## src/rtl/string_buffer.sv

```systemverilog
// Fixed-depth edit line with a cursor, driven by one-cycle key events.
// Insert and backspace ripple the line one slot per cycle while o_ready is low.
module string_buffer #(
  parameter int DEPTH = 16,
  parameter int AW    = 5
) (
  input  logic          clk,
  input  logic          i_rst_n,
  input  logic          i_sclr,
  input  logic [7:0]    i_asciiex,
  input  logic          i_asciiex_en,
  input  logic          i_type,
  input  logic [AW-1:0] i_rd_addr,
  output logic [7:0]    o_rd_dat,
  output logic [AW-1:0] o_len,
  output logic [AW-1:0] o_cursor,
  output logic          o_ready,
  output logic          o_full,
  output logic          o_changed,
  output logic          o_err
);

  localparam logic [AW-1:0] DEPTH_A = AW'(DEPTH);
  localparam logic [AW-1:0] ONE_A   = AW'(1);
  localparam int            SLOTS   = 2 ** AW;

  typedef enum logic [1:0] {IDLE, SHIFT_R, SHIFT_L} state_t;

  state_t        state;
  logic [AW-1:0] len_q;
  logic [AW-1:0] cur_q;
  logic [AW-1:0] idx_q;
  // Sized to the full address space so any AW-bit index is legal; slots at or
  // beyond DEPTH are never written and stay constant zero.
  logic [7:0]    line_mem [SLOTS];

  logic is_ins, is_bs, is_right, is_down, is_left;
  logic known, class_ok, accept, drop, rd_ok;
  logic [7:0] down_src;

  assign is_ins   = (i_asciiex == 8'h41);
  assign is_bs    = (i_asciiex == 8'h08);
  assign is_right = (i_asciiex == 8'h02);
  assign is_down  = (i_asciiex == 8'h03);
  assign is_left  = (i_asciiex == 8'h04);
  assign known    = is_ins | is_bs | is_right | is_down | is_left;
  assign class_ok = (is_ins | is_bs) ? i_type : ~i_type;
  assign accept   = i_asciiex_en & o_ready & known & class_ok;
  assign drop     = i_asciiex_en & ~accept;
  assign rd_ok    = (i_rd_addr < DEPTH_A);
  assign down_src = line_mem[cur_q - ONE_A];

  assign o_ready  = (state == IDLE);
  assign o_len    = len_q;
  assign o_cursor = cur_q;
  assign o_full   = (len_q == DEPTH_A);

  always_ff @(posedge clk or negedge i_rst_n) begin
    if (!i_rst_n) begin
      state     <= IDLE;
      len_q     <= '0;
      cur_q     <= '0;
      idx_q     <= '0;
      o_changed <= 1'b0;
      o_err     <= 1'b0;
      o_rd_dat  <= 8'h00;
      for (int i = 0; i < SLOTS; i++) line_mem[i] <= 8'h00;
    end else if (i_sclr) begin
      state     <= IDLE;
      len_q     <= '0;
      cur_q     <= '0;
      idx_q     <= '0;
      o_changed <= 1'b0;
      o_err     <= 1'b0;
      o_rd_dat  <= 8'h00;
      for (int i = 0; i < SLOTS; i++) line_mem[i] <= 8'h00;
    end else begin
      o_changed <= 1'b0;
      o_rd_dat  <= rd_ok ? line_mem[i_rd_addr] : 8'h00;
      if (drop) o_err <= 1'b1;
      case (state)
        IDLE: begin
          if (accept) begin
            if (is_ins && !o_full) begin
              idx_q <= len_q;
              state <= SHIFT_R;
            end else if (is_bs && cur_q != '0) begin
              idx_q <= cur_q - ONE_A;
              state <= SHIFT_L;
            end else if (is_right && cur_q < len_q) begin
              cur_q     <= cur_q + ONE_A;
              o_changed <= 1'b1;
            end else if (is_left && cur_q != '0) begin
              cur_q     <= cur_q - ONE_A;
              o_changed <= 1'b1;
            end else if (is_down && cur_q != '0) begin
              line_mem[cur_q - ONE_A] <= (down_src == 8'h5A) ? 8'h41 : down_src + 8'd1;
              o_changed <= 1'b1;
            end
          end
        end
        SHIFT_R: begin
          if (idx_q > cur_q) begin
            line_mem[idx_q] <= line_mem[idx_q - ONE_A];
            idx_q           <= idx_q - ONE_A;
          end else begin
            line_mem[cur_q] <= 8'h41;
            len_q           <= len_q + ONE_A;
            cur_q           <= cur_q + ONE_A;
            o_changed       <= 1'b1;
            state           <= IDLE;
          end
        end
        SHIFT_L: begin
          // The vacated tail slot is cleared so unused positions read as zero.
          if (idx_q < len_q - ONE_A) begin
            line_mem[idx_q] <= line_mem[idx_q + ONE_A];
            idx_q           <= idx_q + ONE_A;
          end else begin
            line_mem[len_q - ONE_A] <= 8'h00;
            len_q                   <= len_q - ONE_A;
            cur_q                   <= cur_q - ONE_A;
            o_changed               <= 1'b1;
            state                   <= IDLE;
          end
        end
        default: state <= IDLE;
      endcase
    end
  end

endmodule

```

## config.mk

```make
export PLATFORM = sky130hd
export DESIGN_NAME = string_buffer
export DESIGN_NICKNAME = d
export VERILOG_FILES = /design/src/rtl/string_buffer.sv
export SDC_FILE = /design/constraint.sdc
export NUM_CORES = 2
export LEC_CHECK = 0
export ABC_AREA = 0
export BUFFER_PORTS_ARGS = -buffer_cell sky130_fd_sc_hd__buf_4
export CAP_MARGIN = 5
export CORE_AREA = 2 2 341 343
export CTS_BUF_LIST = sky130_fd_sc_hd__clkbuf_2 sky130_fd_sc_hd__clkbuf_4 sky130_fd_sc_hd__clkbuf_8
export CTS_CLUSTER_SIZE = 24
export DETAILED_ROUTE_END_ITERATION = 10
export DIE_AREA = 0 0 343 345
export GPL_TIMING_DRIVEN = 0
export PLACE_DENSITY = 0.39
export SYNTH_ARGS = -nofsm -noshare
export SYNTH_HDL_FRONTEND = slang
export SYNTH_SLANG_ARGS = --single-unit
export TNS_END_PERCENT = 20
```

## constraint.sdc

```tcl
create_clock -name clk -period 4.16 [get_ports clk]
set_input_delay 0 -clock clk [delete_from_list [all_inputs] [get_ports clk]]
set_output_delay 0 -clock clk [all_outputs]
set_load 0.1 [all_outputs]
```

==> key figures <==
Routing
  • Remaining DRCs: 0
  • Post-Route WL: 268000 um
  • Starting DRT DRC Count: 6120
  • Remaining number of nets flagged by the antenna check after routing: 0
  • Amount of wire on met3 after detailed routing: 36500 um
  • Top sig layer: met5
  • Detailed-routing wirelength on met1: 98600 um
  • Wire length on met2: between 100000 and 150000 um
  • Pre-antenna DRT Iters: 6
  • Count of vias placed by the detailed router: 35.3k
  • Detailed-route wire length per cell: 54.1 um
  • Mean number of vias per cell: 7.13

Yosys
  • Area share of the largest cell type after synthesis: ~26%
  • Proportion of synthesized chip area in sequential cells: 25.9%
  • Syn_nets: just over 3k
  • Summed instance area of the synthesized netlist: 0.0273 mm2
  • Warnings from Yosys: 0
  • Synthesis-stage register bit count: 283
  • Flip-flop cell with the highest count after synthesis: sky130_fd_sc_hd__dfrtp_1
  • Number of synthesized flops with an enable pin: 0
  • Fraction of synthesis flops using an asynchronous set or reset pin: 100%
  • Synth area leader: sky130_fd_sc_hd__dfrtp_1
  • Cells taking the most area after synthesis: sky130_fd_sc_hd__dfrtp_1, sky130_fd_sc_hd__mux4_2, sky130_fd_sc_hd__nand2_1, sky130_fd_sc_hd__a21oi_1, sky130_fd_sc_hd__o21ai_0
  • Leading cell type by number of instances after synthesis: sky130_fd_sc_hd__nand2_1
  • Mean cell area of the mapped netlist: 8.98 um2
  • Most numerous cell types in the synthesized netlist: sky130_fd_sc_hd__nand2_1, sky130_fd_sc_hd__a21oi_1, sky130_fd_sc_hd__dfrtp_1
  • Post-Syn Instances: 3043
  • Library cells used by synthesis: around 100

Floorplan
  • Area of the core region: 0.115 mm2
  • Die height: 345 um
  • Number of core rows: between 100 and 150
  • Full die area: 0.118 mm2
  • Initial Util: 23.7%
  • Number of top-level pins: 40
  • Die width: 343 um

STA
  • Setup Viol. Count Final: approximately 240
  • TNS Setup: -29210 ps
  • Minimum hold slack: -3.48 ps
  • Worst-case clock skew: approximately 45 ps
  • Final critical-path required period: 4570 ps
  • Crit path setup slack, layout: -406 ps
  • Unrepaired setup endpoints after global routing: true
  • Fin. max-slew vios: 35
  • Final period utilization: 110%
  • Fmax achieved: between 200 and 250 MHz
  • Relative slew slack: -14.1%
  • Slew at the pin with the worst max-slew slack: 1710 ps
  • Hold Violations, Final: 1

Power
  • Ratio of total power to cell area: 987 mW/mm2
  • Lkg Pwr: 13.9 nW
  • Largest vdd supply drop: 0.703 mV

Worst setup path
  • Worst endpoint data arrival time: 5190 ps
  • Critical path capture point type: flop
  • Required time worst endpoint: around 4800 ps
  • Largest fanout on the critical path: 10
  • Crit Path Category: flop to flop
  • Startpoint kind of the worst setup timing path: flop
  • Count of cells along the worst register-to-register path: 9

Placed design
  • Worst Setup Slack post-DPL: -3710 ps
  • Dpl cell area: 0.0301 mm2
  • Placed wire-length estimate after detailed placement: 196000 um
  • Number of buffers inserted by port buffering: 34
  • Number of cells in the design after placement: 4630
  • GPL Wtd Cong: roughly 1.0

Final layout
  • Fraction of layout cells with a size suffix above 1: 35.9%
  • Final non-filler cell total: 4948
  • Area growth from synthesis to layout: 37.2%
  • Nets: around 3.4k
  • Design Area, Final: 0.0375 mm2

Run status
  • Status: finished with violations
  • Violations in the final reports: hold timing, capacitance limit, slew limit, setup timing

Clock tree
  • Clock insertion delay at the later pin of the skew report: 790 ps
  • Clock sinks: 283
  • Clock slew at the register clock pins of the worst setup and hold paths: 60 ps
  • Maximum number of buffers from clock root to sink: 3
  • Clock root cell: sky130_fd_sc_hd__clkbuf_8
  • # H-tree levels: 3
  • Clock tree from TritonCTS: done
  • Total clock buffers created by CTS: slightly below 70

Run
  • Total of max-cap violations: 3

Global routing
  • Antenna violations before repair: 26
  • Remaining global-route overflow: 0
  • GRT Util Overall: 43.9%
  • Number of global-route vias before repair: 32.1k
  • Wire length of the first global-routing pass: 340000 um
  • Maximum number of pins on one net before global-route repair: 97

Min path
  • Classification of the worst-slack hold path: input pin to flop
  • Number of cells on the worst hold path: 4
==> per-stage QoR <==
step | utilization [%] | power [W]
finish | 32.5 | 0.0370
global route | 32.5 | 0.0362
CTS | 31.1 | 0.0324
detailed placement | 26.1 | 0.0236
global placement | 25.7 | 0.0235
floorplan | - | 0.0126
==> flip-flops by register name, indices dropped and copies added, names as in the netlist <==
| name | flops |
|---|---|
| idx_q | 5 |
| line_mem | 256 |
| o_changed | 1 |
| o_cursor | 5 |
| o_err | 1 |
| o_len | 5 |
| o_rd_dat | 8 |
| state | 2 |
==> cells in the final DEF (no fill, tap or decap), types with 31 or more instances in the layout <==
| cell | instances |
|---|---|
| sky130_fd_sc_hd__a21oi_2 | 43 |
| sky130_fd_sc_hd__buf_4 | 180 |
| sky130_fd_sc_hd__buf_6 | 53 |
| sky130_fd_sc_hd__mux2i_1 | 38 |
| sky130_fd_sc_hd__nor2b_1 | 34 |
| sky130_fd_sc_hd__clkbuf_2 | 32 |
| sky130_fd_sc_hd__mux4_2 | 251 |
| sky130_fd_sc_hd__nor2_1 | 149 |
| sky130_fd_sc_hd__o221ai_1 | 31 |
| sky130_fd_sc_hd__clkbuf_8 | 93 |
| sky130_fd_sc_hd__nand3_1 | 59 |
| sky130_fd_sc_hd__o21ai_1 | 98 |
| sky130_fd_sc_hd__clkbuf_1 | 80 |
| sky130_fd_sc_hd__a221o_1 | 56 |
| sky130_fd_sc_hd__a21oi_1 | 234 |
| sky130_fd_sc_hd__o31ai_1 | 47 |
| sky130_fd_sc_hd__a221oi_1 | 53 |
| sky130_fd_sc_hd__clkbuf_4 | 46 |
| sky130_fd_sc_hd__dfrtp_1 | 274 |
| sky130_fd_sc_hd__a31oi_1 | 31 |
| sky130_fd_sc_hd__buf_12 | 76 |
| sky130_fd_sc_hd__a21o_1 | 58 |
| sky130_fd_sc_hd__a22o_1 | 39 |
| sky130_fd_sc_hd__nand2_1 | 394 |
| sky130_fd_sc_hd__o21ai_0 | 147 |
==> final cells by class <==
type / count / area, um2
fill: 12011 / 77600
multi-input combinational: 2416 / 21000
sequential: 283 / 7100
timing repair buffer: 264 / 2960
buffer: 289 / 2820
tap: 1524 / 1910
clock buffer: 107 / 1310
inverter: 38 / 198
clock inverter: 14 / 150
antenna: 13 / 32.5
==> logic make-up after synthesis <==
logic type | count (synthesis) | synth area share, %
buffers and inverters | 344 | 5.74
DFF | 283 | 25.9
adders and majority gates | 33 | 1.51
AOI/OAI and AO/OA | 1152 | 28.1
and+or+nand+nor | 895 | 14.9
xor gates and xnor gates | 26 | 0.889
muxes | 310 | 22.9
==> report_power, final <==
group	switching, W	total [W]	internal, W	leakage (nW)
combinational	0.0198	0.0294	0.00958	9.25
clock	0.00183	0.00396	0.00213	0.776
sequential	0.000645	0.00367	0.00302	3.91
==> per-layer routing <==
layer / up-vias / global-route usage (%)
met4: 18 / 34.4
met2: 3464 / 59.9
li1: 12581 / -
met3: 1070 / 18.4
met1: 18163 / 53.7
met5: - / 0
==> critical path, stage by stage, from the launching register on <==
cell	delay [ps]
sky130_fd_sc_hd__dfrtp_4	430
sky130_fd_sc_hd__buf_4	230
sky130_fd_sc_hd__ha_1	740
sky130_fd_sc_hd__clkbuf_1	880
sky130_fd_sc_hd__nand2_1	740
sky130_fd_sc_hd__nand2_1	440
sky130_fd_sc_hd__nand2_1	470
sky130_fd_sc_hd__a21o_1	310
sky130_fd_sc_hd__nand2_1	60
sky130_fd_sc_hd__o221ai_1	100
==> path summary, 6_finish.rpt <==
check                      slack [ps]             to         start
max reg2reg                      -410  line_mem[173]   o_cursor[1]
min in group asynchronous         380   line_mem[96]       i_rst_n
max in group asynchronous        2980  line_mem[174]       i_rst_n
min                                -3    o_rd_dat[2]  i_rd_addr[4]
min reg2reg                       510          o_err         o_err
max                              -410  line_mem[173]   o_cursor[1]
==> repair_timing <==
item | 4_1_cts | 5_1_grt
hold endpoints to repair | 288 | 0
resized for setup | 718 | 280
buffers inserted | 129 | 55
gates cloned | 7 | 4
hold buffers | 5 | 0
pin swaps | 74 | 116
setup endpoints to repair | 274 | 261
Note: power is estimated with default switching activity, not from simulation.
